--- src/rtl/piso_shift_n.sv ---
// piso_shift_n: parallel-in/serial-out egress shifter, LSB first.
// Captures data_in on an accepted ld strobe and emits one bit per clock.
// Optional feature macro: PISO_PARITY_EN appends an even-parity bit.
// Ports:
//   clk      - rising-edge clock
//   rst      - asynchronous reset, active-low
//   data_in  - N-bit parallel word
//   ld       - load strobe, accepted only while ready=1
//   ready    - high in IDLE, when a load will be accepted
//   busy     - high while a word (and parity bit) is being emitted
//   sout     - registered serial data bit
//   sout_vld - high in every cycle sout carries a valid bit
//   done     - one-cycle pulse with the final emitted bit
module piso_shift_n #(
    parameter int N = 8
) (
    input  logic         clk,
    input  logic         rst,
    input  logic [N-1:0] data_in,
    input  logic         ld,
    output logic         ready,
    output logic         busy,
    output logic         sout,
    output logic         sout_vld,
    output logic         done
);

    localparam int CW = $clog2(N);

`ifdef PISO_PARITY_EN
    typedef enum logic [1:0] {IDLE, SHIFT, PARITY} state_t;
`else
    typedef enum logic [1:0] {IDLE, SHIFT} state_t;
`endif

    state_t         state_q;
    logic [N-1:0]   shreg_q;
    logic [CW-1:0]  cnt_q;
    logic [CW-1:0]  cnt_d;
    logic           sout_q;
    logic           vld_q;
    logic           done_q;
`ifdef PISO_PARITY_EN
    logic           par_q;
`endif

    assign cnt_d = cnt_q - CW'(1);

    // Single FSM block; sout/sout_vld/done are registered.
    // The cycle carrying done is still a busy cycle, so the FSM
    // lingers one extra edge (cnt==0 in SHIFT, done_q in PARITY)
    // before returning to IDLE; a load is never accepted while done=1.
    always_ff @(posedge clk or negedge rst) begin
        if (!rst) begin
            state_q <= IDLE;
            shreg_q <= '0;
            cnt_q   <= '0;
            sout_q  <= 1'b0;
            vld_q   <= 1'b0;
            done_q  <= 1'b0;
`ifdef PISO_PARITY_EN
            par_q   <= 1'b0;
`endif
        end else begin
            unique case (state_q)
                IDLE: begin
                    done_q <= 1'b0;
                    if (ld) begin
                        sout_q  <= data_in[0];
                        shreg_q <= data_in >> 1;
                        cnt_q   <= CW'(N - 1);
                        vld_q   <= 1'b1;
                        state_q <= SHIFT;
`ifdef PISO_PARITY_EN
                        par_q   <= ^data_in;
`endif
                    end else begin
                        sout_q <= 1'b0;
                        vld_q  <= 1'b0;
                    end
                end
                SHIFT: begin
                    if (cnt_q == '0) begin
                        // Done cycle over: drop the valid qualifier.
                        sout_q  <= 1'b0;
                        vld_q   <= 1'b0;
                        done_q  <= 1'b0;
                        state_q <= IDLE;
                    end else begin
                        sout_q  <= shreg_q[0];
                        shreg_q <= shreg_q >> 1;
                        cnt_q   <= cnt_d;
                        vld_q   <= 1'b1;
                        if (cnt_q == CW'(1)) begin
`ifdef PISO_PARITY_EN
                            state_q <= PARITY;
`else
                            done_q  <= 1'b1;
`endif
                        end
                    end
                end
`ifdef PISO_PARITY_EN
                PARITY: begin
                    if (!done_q) begin
                        sout_q <= par_q;
                        vld_q  <= 1'b1;
                        done_q <= 1'b1;
                    end else begin
                        sout_q  <= 1'b0;
                        vld_q   <= 1'b0;
                        done_q  <= 1'b0;
                        state_q <= IDLE;
                    end
                end
`endif
                default: begin
                    state_q <= IDLE;
                end
            endcase
        end
    end

    assign ready    = (state_q == IDLE);
    assign busy     = (state_q != IDLE);
    assign sout     = sout_q;
    assign sout_vld = vld_q;
    assign done     = done_q;

endmodule

--- config.mk ---
export PLATFORM = sky130hd
export DESIGN_NAME = piso_shift_n
export DESIGN_NICKNAME = d
export VERILOG_FILES = /design/src/rtl/piso_shift_n.sv
export SDC_FILE = /design/constraint.sdc
export NUM_CORES = 1
export LEC_CHECK = 0
export CORE_MARGIN = 1
export CORE_UTILIZATION = 30
export DETAILED_ROUTE_END_ITERATION = 8
export GPL_TIMING_DRIVEN = 0
export MAX_ROUTING_LAYER = met4
export SYNTH_ARGS = -nofsm -noshare
export SYNTH_HDL_FRONTEND = slang
export SYNTH_SLANG_ARGS = --single-unit
--- constraint.sdc ---
create_clock -name clk -period 2.2 [get_ports clk]
set_input_delay 0.44 -clock clk [delete_from_list [all_inputs] [get_ports clk]]
set_output_delay 0.44 -clock clk [all_outputs]
set_load 0.01 [all_outputs]
; ---- Yosys cells after proc, flatten, opt, wreduce, memory -nomap -nowiden
; Cells that the tools add are included.
[classes]
addsub = 1
n_eq_ne = 6
muxes = 18
n_reduce_logical = 7
[ops]
columns = op, count
row1 = 8-bit two-way mux, 2
row2 = 8-bit one-hot mux with 2 select lines, 1
row3 = 1-bit two-way mux, 6
row4 = 3-bit two-way mux, 2
row5 = "2-bit inequality test, second input constant", 3
row6 = 1-bit one-hot mux with 2 select lines, 3
row7 = 3-bit one-hot mux with 2 select lines, 1
row8 = 2-bit two-way mux, 2
row9 = 2-bit one-hot mux with 2 select lines, 1
row10 = 2-bit AND reduction, 2
row11 = 2-bit nonzero test, 2
row12 = "3-bit by 1-bit == test with 1-bit output, second input constant", 1
row13 = 3-bit zero test, 1
row14 = "3-bit inequality test, second input constant", 1
row15 = 3-bit AND reduction, 1
row16 = "3-bit by 1-bit subtractor with 3-bit output, second input constant", 1
row17 = "2-bit by 1-bit == test with 1-bit output, second input constant", 1
row18 = 2-bit zero test, 1
[totals]
regBits = 16
input_bits = 11
output_inout_bits = 5
word_cells = 38

; ---- Depth between registers and ports, before layout
[depth]
word_depth = 4
mapped_depth = 7
ltp_nobuf = 5

; ---- Worst setup path before layout
; No wires, ideal clock.
[synth_path]
path_kind = reg-to-reg
startpoint = register cnt_q[0]
endpoint = register shreg_q[5]
setup_ns = 0.134
arrival_time_ns = 1.250
t_required_ns = 2.066
slack_ns = 0.816
stages_incl_launch_ff = 8
path_buffers = 2
period_less_slack_ns = 1.384
path_cell_list = dfrtp_1 inv_1 ha_1 nand2b_1 buf_6 buf_6 a32oi_1 o211ai_1
[synth_via]
elab_chain_cells = 3
[synth_lines]
columns = element, line
row1 = start: declaration, 38  ; logic [CW-1:0] cnt_q;
row2 = start signal: assignment, 71  ; cnt_q <= CW'(N - 1);
row3 = start signal: assignment, 92  ; cnt_q <= cnt_d;
row4 = 3-bit zero test, 83  ; if (cnt_q == '0) begin
row5 = 2-bit inequality test (no line), n/a
row6 = 3-bit AND reduction (no line), n/a
row7 = end signal: assignment, 70  ; shreg_q <= data_in >> 1;
row8 = end signal: assignment, 91  ; shreg_q <= shreg_q >> 1;
row9 = end: declaration, 37  ; logic [N-1:0] shreg_q;
; Every way passes these cells.
; A chain may end at the register's enable or synchronous reset.

; ---- Final worst setup path
[layout_path]
startpoint = register state_q[0]
endpoint = output port ready
[layout_via]
elab_chain_cells = 1
[layout_lines]
columns = element, line
row1 = start: declaration, 36  ; state_t state_q;
row2 = start signal: assignment, 55  ; state_q <= IDLE;
row3 = start signal: assignment, 73  ; state_q <= SHIFT;
row4 = start signal: assignment, 88  ; state_q <= IDLE;
row5 = 2-bit zero test, 124  ; assign ready = (state_q == IDLE);
row6 = end: declaration, 21  ; output logic ready,
; Every way passes these cells.

==> results.ini <==
[finish]
antenna_cells = 0
areaGrowthSynthToFinish_pct = 29.2
layout_commonest_cell = clkdlybuf4s50_1
fill_cells = 232
regArea_um2 = 350
mostFrequentLayoutCells = clkdlybuf4s50_1, nand2_1, dfrtp_1, a32oi_1, o211ai_1
multiInputGateArea_um2 = 310
drive_gt1_share_pct = 11.5
fin_nets = 103

[setup_path]
worstPathRequired_ps = 1760
r2r_start = cnt_q[0]
crit_family = buffers and inverters
reg2reg_depth = 7
cpPeakStageDelay_ps = 520
crit_path_end_kind = output pin
crit_arrival_ps = 1600
worstSetupEndpoint = ready
setup.worst_path.start_class = flop
cp_num_cells = 3
r2r_setup_slack_ps = 700
crit_chain = buf_2 > inv_1 > clkdlybuf4s50_1
criticalPathCategory = flop to output pin
cp_max_fo = 10
cp-startpoint = state_q[0]
crit_buf_inv = 3
r2r_end = shreg_q[5]
crit_path_top_delay_cell = dfrtp_1

[place]
gp_congestion = 0.687
port_buffers = 15
dpl.hpwl_mm = 1.03

[sta]
setup_violations = 0
timing.setup.tns_ps = 0
hold_viol = 0
relSlewSlack_pct = 58.1
max_freq_mhz = 490
period_needed_ps = 2040
timing.final.crit_share_pct = 92.8
drv_slew = 0
tightest_slew_ps = 627
rsz0062_at_grt = false
fin_skew_ps = 0.497

[clocking]
clkLatencyLatePin_ps = 270
clockBufferDepth = 2
clock_sinks = 14
ctsHoldBuffers = 0
cts-buffers-inserted = 3
cts_tree = built
clockRootBuffer = clkbuf_4
cts.htree.levels = 1
post_cts_buffers = 0
path_clk_slew_ps = 80
ctsResizeCount = 0

[detailed_routing]
via_per_inst = 5.00
num_vias = 575
drc = 0
wire_per_inst_um = 12.9
first_pass_iters = 4
antenna_left = 0
routed_wl_mm = 1.48
first_iter_violations = 18

[synth]
ys.flop_type = dfrtp_1
synth.cell_area_um2 = 712
seq_area_frac_synth_pct = 49.2
yosys-top-cells-area = dfrtp_1, nand2_1, a32oi_1
avgSynthCellArea_um2 = 10.3
synth_top_area_share_pct = 49.2
ys_ff_latch = 14
yosysTopAreaCell = dfrtp_1
synthDistinctLibCells = 23
yosys_warnings = 0
async_reset_ff_share_pct = 100
syn_nets = 83
synth_edf_count = 0
postSynthCellCount = 69

[floorplan]
die_area_um2 = 2570
ios = 16
rows = 17
initial_utilization_pct = 31.9
core-area_um2 = 2230
die_h_um = 50.7
die_x_um = 50.7

[power_and_ir_drop]
peakVddDrop_mv = 0.544
p_leak_nw = 0.380
total_power_mw = 1.13
p_per_area_nw_per_um2 = 1230

[global_route]
antenna_found_initial = 0
track_usage_pct = 14.2
grt_overflow = 0
grt_pass1_vias = 603
grt_first_pass_wirelength_mm = 2.64
grt_start_max_net_pins = 15

[min_path]
hold_path_class = flop to flop

[run_status]
outcome = complete, no violations

[flow_run]
drv_cap = 0

-- cells in the mapped netlist, drive strengths merged, types with 2 or more instances --
master,number
o211ai,6
a32oi,6
nand3,2
nor2,4
a31oi,2
dfrtp,14
ha,3
inv,4
nand2,14
buf,4
-- power by group --
group	switching (mW)	internal [mW]	total (mW)
clock network	0.0809	0.0634	0.144
registers	0.0797	0.365	0.445
logic	0.271	0.271	0.542
total	0.432	0.699	1.13
-- per-stage QoR --
step / hold WS (ps) / cells / area, um^2 / util (%) / setup WS (ps)
4_1_cts: 499 / 115 / 920 / 41.2 / 140
6_report: 496 / 115 / 920 / 41.2 / 158
3_5_place_dp: 480 / 112 / 897 / 40.2 / 416
3_3_place_gp: 473 / 112 / 897 / 40.2 / 421
5_1_grt: 510 / 115 / 920 / 41.2 / 54.5
2_1_floorplan: 144 / 69 / 712 / - / 816
-- flip-flops by register name, indices dropped and copies added (netlist names) --
register and count:
cnt_q 3, sout_vld 1, sout 1, state_q 1
done 1, shreg_q 7
-- cell type report --
class,instances,share of cell area [%]
Buffer,5,3.95
Tap cell,28,3.81
Clock buffer,3,2.45
Timing Repair Buffer,15,16.3
Inverter,4,1.63
Multi-Input combinational cell,46,33.7
Sequential cell,14,38.1
-- per-layer routing --
metal | global-route usage [%] | share of wire (%) | up-vias
li1 | - | - | 284
met1 | 18.3 | 47 | 278
met2 | 22.0 | 49 | 11
met3 | 1.82 | 3.4 | 2
met4 | 6.94 | 0.81 | 0
met5 | - | 0 | -
-- worst min path at each step --
stage                     startpoint       end  slack, ps  depth (start not counted)
final                       cnt_q[1]  cnt_q[1]        500                          1
after detailed placement    cnt_q[1]  cnt_q[1]        480                          1
after global placement      cnt_q[1]  cnt_q[1]        470                          1
after global routing        cnt_q[1]  cnt_q[1]        510                          1
after floorplan                  rst  cnt_q[0]        140                          0
after CTS                   cnt_q[1]  cnt_q[1]        500                          1
-- kinds of logic after synthesis --
family                   count (synthesis)  synth area share, %
buffers and inverters                    9                 7.20
AND/OR/NAND/NOR                         22                 13.7
AO/OA/AOI/OAI                           19                 21.6
flip-flops                              14                 49.2
multiplexers                             2                 2.99
adder cells (fa/ha/maj)                  3                 5.27
-- worst register-to-register path: cells and delay by family (launching register included) --
family / cells / cell delay [ps]
DFF: 1 / 380
AOI/OAI and AO/OA: 2 / 290
buffers and inverters: 3 / 390
adders and majority gates: 1 / 240
and+or+nand+nor: 1 / 90
No activity file was read; power rests on OpenSTA's default activity.
